==> src/rtl/tx_hst_notify_pkg.sv <==
// Shared TLP format constants, FSM state type and DW byte-swap helper
// used by the host notification TLP generator.
package tx_hst_notify_pkg;

  localparam logic [6:0] MEM_WR32_FMT_TYPE = 7'b1000000;
  localparam logic [6:0] MEM_WR64_FMT_TYPE = 7'b1100000;

  typedef enum logic [2:0] {
    ST_IDLE,
    ST_REQ,
    ST_H0,
    ST_H1,
    ST_D
  } notify_state_t;

  function automatic logic [31:0] dw_endian_conv(input logic [31:0] i_dw);
    dw_endian_conv = {i_dw[7:0], i_dw[15:8], i_dw[23:16], i_dw[31:24]};
  endfunction

endpackage

==> src/rtl/tx_hst_notify.sv <==
// Posts a one-DW memory-write notification to the host each time a local
// buffer fills, alternating fairly between lbuf1 and lbuf2.
module tx_hst_notify
  import tx_hst_notify_pkg::*;
#(
  parameter logic [2:0] NOTIFY_TC = 3'b000
) (
  input  logic        clk,
  input  logic        rst_n,
  output logic [63:0] trn_td,
  output logic [7:0]  trn_trem_n,
  output logic        trn_tsof_n,
  output logic        trn_teof_n,
  output logic        trn_tsrc_rdy_n,
  input  logic        trn_tdst_rdy_n,
  input  logic [3:0]  trn_tbuf_av,
  input  logic [15:0] cfg_completer_id,
  output logic        tx_req,
  input  logic        tx_gnt,
  input  logic [63:0] notify_addr,
  input  logic        notify_addr_vld,
  input  logic        lbuf1_dn,
  input  logic        lbuf2_dn
);

  notify_state_t r_state, w_state_nxt;

  logic        r_pend1, r_pend2, r_last_lbuf2, r_tx_req, r_is64;
  logic [15:0] r_seq;
  logic [1:0]  r_sel;
  logic [63:0] r_addr;
  logic [31:0] r_payload;

  logic [63:0] r_td, w_td_nxt;
  logic [7:0]  r_trem_n, w_trem_nxt;
  logic        r_tsof_n, w_sof_nxt;
  logic        r_teof_n, w_eof_nxt;
  logic        r_tsrc_rdy_n, w_src_nxt;

  logic        w_start, w_eof_acc, w_beat_acc, w_sel_lbuf1;
  logic [1:0]  w_sel;
  logic        w_unused;

  // Header DW0/DW1: length 1, first BE 0xF, last BE 0, tag 0
  function automatic logic [63:0] fmt_hdr(input logic i_is64, input logic [15:0] i_req_id);
    logic [31:0] dw0;
    logic [31:0] dw1;
    dw0 = {1'b0, (i_is64 ? MEM_WR64_FMT_TYPE : MEM_WR32_FMT_TYPE), 1'b0, NOTIFY_TC,
           4'b0000, 2'b00, 2'b00, 2'b00, 10'd1};
    dw1 = {i_req_id, 8'h00, 4'h0, 4'hF};
    fmt_hdr = {dw0, dw1};
  endfunction

  assign w_beat_acc  = ~r_tsrc_rdy_n & ~trn_tdst_rdy_n;
  assign w_sel_lbuf1 = r_pend1 & (~r_pend2 | r_last_lbuf2);
  assign w_sel       = w_sel_lbuf1 ? 2'b01 : 2'b10;
  assign w_unused    = &{1'b0, notify_addr[1:0], trn_tbuf_av[3:2], trn_tbuf_av[0]};

  always_comb begin
    w_state_nxt = r_state;
    w_td_nxt    = r_td;
    w_trem_nxt  = r_trem_n;
    w_sof_nxt   = r_tsof_n;
    w_eof_nxt   = r_teof_n;
    w_src_nxt   = r_tsrc_rdy_n;
    w_start     = 1'b0;
    w_eof_acc   = 1'b0;
    case (r_state)
      ST_IDLE: begin
        if ((r_pend1 | r_pend2) & notify_addr_vld & trn_tbuf_av[1]) begin
          w_start     = 1'b1;
          w_state_nxt = ST_REQ;
        end
      end
      ST_REQ: begin
        if (tx_gnt) begin
          w_state_nxt = ST_H0;
          w_td_nxt    = fmt_hdr(r_is64, cfg_completer_id);
          w_trem_nxt  = 8'h00;
          w_sof_nxt   = 1'b0;
          w_eof_nxt   = 1'b1;
          w_src_nxt   = 1'b0;
        end
      end
      ST_H0: begin
        if (w_beat_acc) begin
          w_state_nxt = ST_H1;
          w_sof_nxt   = 1'b1;
          w_trem_nxt  = 8'h00;
          if (r_is64) begin
            w_td_nxt  = {r_addr[63:32], r_addr[31:2], 2'b00};
            w_eof_nxt = 1'b1;
          end else begin
            w_td_nxt  = {r_addr[31:2], 2'b00, r_payload};
            w_eof_nxt = 1'b0;
          end
        end
      end
      ST_H1: begin
        if (w_beat_acc) begin
          if (r_is64) begin
            w_state_nxt = ST_D;
            w_td_nxt    = {r_payload, 32'h0};
            w_trem_nxt  = 8'h0F;
            w_eof_nxt   = 1'b0;
          end else begin
            w_eof_acc   = 1'b1;
            w_state_nxt = ST_IDLE;
            w_trem_nxt  = 8'h00;
            w_eof_nxt   = 1'b1;
            w_src_nxt   = 1'b1;
          end
        end
      end
      ST_D: begin
        if (w_beat_acc) begin
          w_eof_acc   = 1'b1;
          w_state_nxt = ST_IDLE;
          w_trem_nxt  = 8'h00;
          w_eof_nxt   = 1'b1;
          w_src_nxt   = 1'b1;
        end
      end
      default: w_state_nxt = ST_IDLE;
    endcase
  end

  // A new dn pulse beats the EOF clear so a refill during send is not lost
  always_ff @(posedge clk) begin
    if (!rst_n) begin
      r_state      <= ST_IDLE;
      r_pend1      <= 1'b0;
      r_pend2      <= 1'b0;
      r_seq        <= 16'h0000;
      r_last_lbuf2 <= 1'b1;
      r_tx_req     <= 1'b0;
      r_sel        <= 2'b00;
      r_addr       <= 64'h0;
      r_is64       <= 1'b0;
      r_payload    <= 32'h0;
      r_td         <= 64'h0;
      r_trem_n     <= 8'h00;
      r_tsof_n     <= 1'b1;
      r_teof_n     <= 1'b1;
      r_tsrc_rdy_n <= 1'b1;
    end else begin
      r_state      <= w_state_nxt;
      r_td         <= w_td_nxt;
      r_trem_n     <= w_trem_nxt;
      r_tsof_n     <= w_sof_nxt;
      r_teof_n     <= w_eof_nxt;
      r_tsrc_rdy_n <= w_src_nxt;
      r_pend1      <= lbuf1_dn | (r_pend1 & ~(w_eof_acc & r_sel[0]));
      r_pend2      <= lbuf2_dn | (r_pend2 & ~(w_eof_acc & r_sel[1]));
      if (w_start) begin
        r_sel        <= w_sel;
        r_addr       <= notify_addr;
        r_is64       <= |notify_addr[63:32];
        r_payload    <= dw_endian_conv({r_seq, 14'b0, w_sel});
        r_last_lbuf2 <= ~w_sel_lbuf1;
        r_tx_req     <= 1'b1;
      end
      if (w_eof_acc) begin
        r_tx_req <= 1'b0;
        r_seq    <= r_seq + 16'd1;
      end
    end
  end

  assign trn_td         = r_td;
  assign trn_trem_n     = r_trem_n;
  assign trn_tsof_n     = r_tsof_n;
  assign trn_teof_n     = r_teof_n;
  assign trn_tsrc_rdy_n = r_tsrc_rdy_n;
  assign tx_req         = r_tx_req;

endmodule

==> config.mk <==
export PLATFORM = sky130hd
export DESIGN_NAME = tx_hst_notify
export DESIGN_NICKNAME = d
export VERILOG_FILES = /design/src/rtl/tx_hst_notify_pkg.sv /design/src/rtl/tx_hst_notify.sv
export SDC_FILE = /design/constraint.sdc
export NUM_CORES = 1
export LEC_CHECK = 0
export BUFFER_PORTS_ARGS = -buffer_cell sky130_fd_sc_hd__buf_2
export CORE_ASPECT_RATIO = 0.7
export CORE_MARGIN = 3
export CORE_UTILIZATION = 40
export CTS_BUF_LIST = sky130_fd_sc_hd__clkbuf_8
export DETAILED_ROUTE_END_ITERATION = 16
export PLACE_DENSITY = 0.72
export SYNTH_ARGS = -nofsm -noshare
export SYNTH_HDL_FRONTEND = slang
export SYNTH_SLANG_ARGS = --single-unit
==> constraint.sdc <==
create_clock -name clk -period 1.7 [get_ports clk]
set_input_delay 0 -clock clk [delete_from_list [all_inputs] [get_ports clk]]
set_output_delay 0 -clock clk [all_outputs]
set_load 0.03 [all_outputs]
==> flow_summary_export.csv <==
group,metric,value,unit
route,drt_wl_total,25.07,mm
final_layout,fin_nets,1216,
timing,fin_crit_sh,104.0,%
run_status,violations,"negative setup slack",
place,port_buffers,157,
power,p_int,5796,uW
synthesis,async_reset_ff_share,0,%
synthesis,synth_cell_types,52,
timing,rsz0062_at_grt,"yes",
clocking,cts_tree,"built",
hold_path,min_path_type,"in2reg",
power,peakVddDrop,0.3995,mV
grt,grt_pass1_wl,38.21,mm
route,via_per_inst,5.528,
timing,setup_tns,-1865,ps
place,gp_congestion,0.8685,
timing,min_period,1768,ps
route,vias,7562,
timing,hold_violations,0,
final_layout,stdcell_count,1368,
timing,finalClockSkew,21.98,ps
setup_path,worstSetupStartpointType,"flip-flop",
timing,holdWs,132.4,ps
grt,grt_use_total,23.88,%
clocking,clock-root-buffer,"clkbuf_8",
final_layout,diodes,0,
final_layout,drive_gt1_share,29.90,%
power,p_seq_share,51.0,%
synthesis,synth-seq-cells,172,
floorplanning,chipHeight,119.1,um
route,initialDrtViolationCount,801,
synthesis,synth_edf_count,0,
final_layout,syn_to_final_growth,40.59,%
power,p_per_area,816.0,nW/um^2
synthesis,syn_inst,869,
route,dr.pass1.iters,6,
power,p_sw,2590,uW
synthesis,synth_warnings,0,
place,dp_hpwl,16.14,mm
synthesis,synth_area,7310,um^2
timing,setup_violations,46,
route,route.detailed.drc,0,
setup_path,end_kind,"flip-flop",
final_layout,utilization,58.66,%
setup_path,critPathKind,"reg2reg",
grt,antenna_found_initial,0,
place,place_inst,1242,
job,max_cap_viol_count,0,
clocking,cts_sinks,172,
floorplanning,ioPinCount,167,
synthesis,synth_area_per_cell,8.411,um^2
clocking,insertion_delay,470,ps
grt,grt_max_degree,85,
synthesis,ys_seq_area_share,47.11,%
timing,relSlewSlack,62.73,%
route,antenna_left,0,
floorplanning,initial_core_util,41.73,%
floorplanning,design.core.area,17520,um^2
power,combPwrFrac,15.2,%
power,clockPowerShare,33.8,%
clocking,clkSlewWorstSetupHoldPaths,110,ps
clocking,clockBufferDepth,2,
power,swShare,30.88,%
timing,drv_slew,0,
clocking,cts_inserted_buffers,17,
setup_path,worstPathRequired,2060,ps
place,place_ws,-153.9,ps
route,wl_per_cell,18.32,um
setup_path,crit_fanout,9,
timing,final.setup.worst_slack,-68.43,ps
run_status,status,"finished with violations",
grt,overflow,0,
timing,clock.fmax,565.5,MHz
grt,grt_pass1_vias,7066,
clocking,htree_levels,4,
floorplanning,rows,40,
synthesis,synth_flop_cell,"dfxtp_1",
floorplanning,die_area,19960,um^2
timing,worst_pin_slew,553.9,ps
floorplanning,die_width,167.6,um
power,p_leak,0.004063,uW
setup_path,crit_arrival,2130,ps
-- Yosys cell counts, types with 2 or more instances --
cell / n / area share [%]
nand4_1: 7 / 0.60
nor4_1: 9 / 0.77
a32o_1: 4 / 0.55
o21ai_0: 41 / 2.8
and4bb_1: 2 / 0.34
or4_1: 4 / 0.41
o31ai_1: 3 / 0.31
nand2_1: 201 / 10
o211ai_1: 5 / 0.51
nor2_1: 55 / 2.8
a21oi_1: 116 / 7.9
xor2_1: 4 / 0.48
dfxtp_1: 172 / 47
mux2i_1: 23 / 3.1
and4_1: 2 / 0.24
and2_1: 2 / 0.17
or3_1: 7 / 0.60
a221oi_2: 33 / 6.8
nand3_1: 23 / 1.6
clkbuf_1: 38 / 2.0
o21ai_1: 15 / 1.0
mux2_2: 2 / 0.31
a211oi_1: 3 / 0.31
buf_1: 3 / 0.15
a221oi_1: 8 / 0.96
buf_4: 11 / 1.1
nand2b_1: 3 / 0.26
nor2b_1: 2 / 0.17
nor3_1: 19 / 1.3
o21a_1: 3 / 0.31
buf_2: 28 / 1.9
-- worst paths after layout --
path                                     start    endpoint  slack [ps]  cells past startpoint
worst min-delay path            trn_tbuf_av[1]  r_state[0]         130                      5
worst max register to register      r_state[1]  trn_td[53]         -70                      5
worst max-delay path                r_state[1]  trn_td[53]         -70                      5
worst min register to register      r_addr[38]  r_addr[38]         460                      2
-- state kept, by name (all words and copies together) (netlist names), 2 cells and up --
| name | cells |
|---|---|
| r_addr | 62 |
| r_payload | 16 |
| r_sel | 2 |
| r_seq | 16 |
| r_state | 3 |
| trn_td | 64 |
-- stage by stage --
stage               instance area [um^2]  power (uW)
floorplan                           7338        4949
global placement                    8661        5371
detailed placement                  8661        5387
CTS                                10060        8326
global route                       10280        8683
finish                             10280        8386
-- kinds of logic (layout without fill, tap and decap cells) --
family / after synthesis / after routing / share of synthesized area [%]
flops: 172 / 172 / 47.11
fa+ha+maj: 1 / 1 / 0.1711
compound gates: 239 / 239 / 22.58
simple gates: 344 / 344 / 20.78
other cells: 1 / 4 / 0.05130
xor+xnor: 5 / 5 / 0.5991
mux: 25 / 25 / 3.458
buf+inv: 82 / 347 / 5.255
-- critical path: stages (launching register included) --
cell and delay (ps):
dfxtp_2 360, or3b_4 410, o31a_4 430, buf_6 180, a221oi_2 190, nor2_1 80
-- layer usage --
layer  wire length (um)  up-vias  GRT usage [%]
met5                  0        -              0
met1              11670     3540          36.57
li1                   -     3564              -
met2              10440      405          33.59
met4                568        0          7.358
met3               2383       53          4.579
-- placed cells by master, fill, tap and decap left out, types with 8 or more instances in the layout --
master	instances
dlygate4sd3_1	83
o21ai_1	16
a21oi_1	111
buf_12	13
clkbuf_8	17
dfxtp_1	167
nand3_1	17
nor3_1	18
a221oi_2	32
buf_6	8
o21ai_0	40
nand2_1	201
buf_2	157
buf_4	48
nor2_1	55
mux2i_1	23
nor4_1	8
-- cell type report --
class | instances | area, um^2
Multi-Input combinational cell | 618 | 3732
Fill cell | 1512 | 7241
Tap cell | 231 | 289.0
Sequential cell | 172 | 3452
Timing Repair Buffer | 313 | 2410
Inverter | 2 | 10.01
Clock inverter | 15 | 148.9
Clock buffer | 17 | 234.0
-- what timing repair did --
item | 4_1_cts | 5_1_grt
endpoints found under the setup margin | 139 | 98
buffers inserted | 4 | 5
hold endpoints to repair | 85 | 0
hold buffers | 83 | 0
resized for setup | 26 | 31
gates cloned | 1 | 1
pin swaps | 3 | 20
-- power groups by stage --
| stage | combinational, uW | sequential (uW) | clock [uW] |
|---|---|---|---|
| after floorplan | 496 | 4450 | 0 |
| after global placement | 1020 | 4350 | 0 |
| after detailed placement | 1030 | 4360 | 0 |
| after CTS | 1210 | 4270 | 2850 |
| after global routing | 1360 | 4290 | 3030 |
| final | 1270 | 4280 | 2840 |
Power figures use the tool's default switching activity.
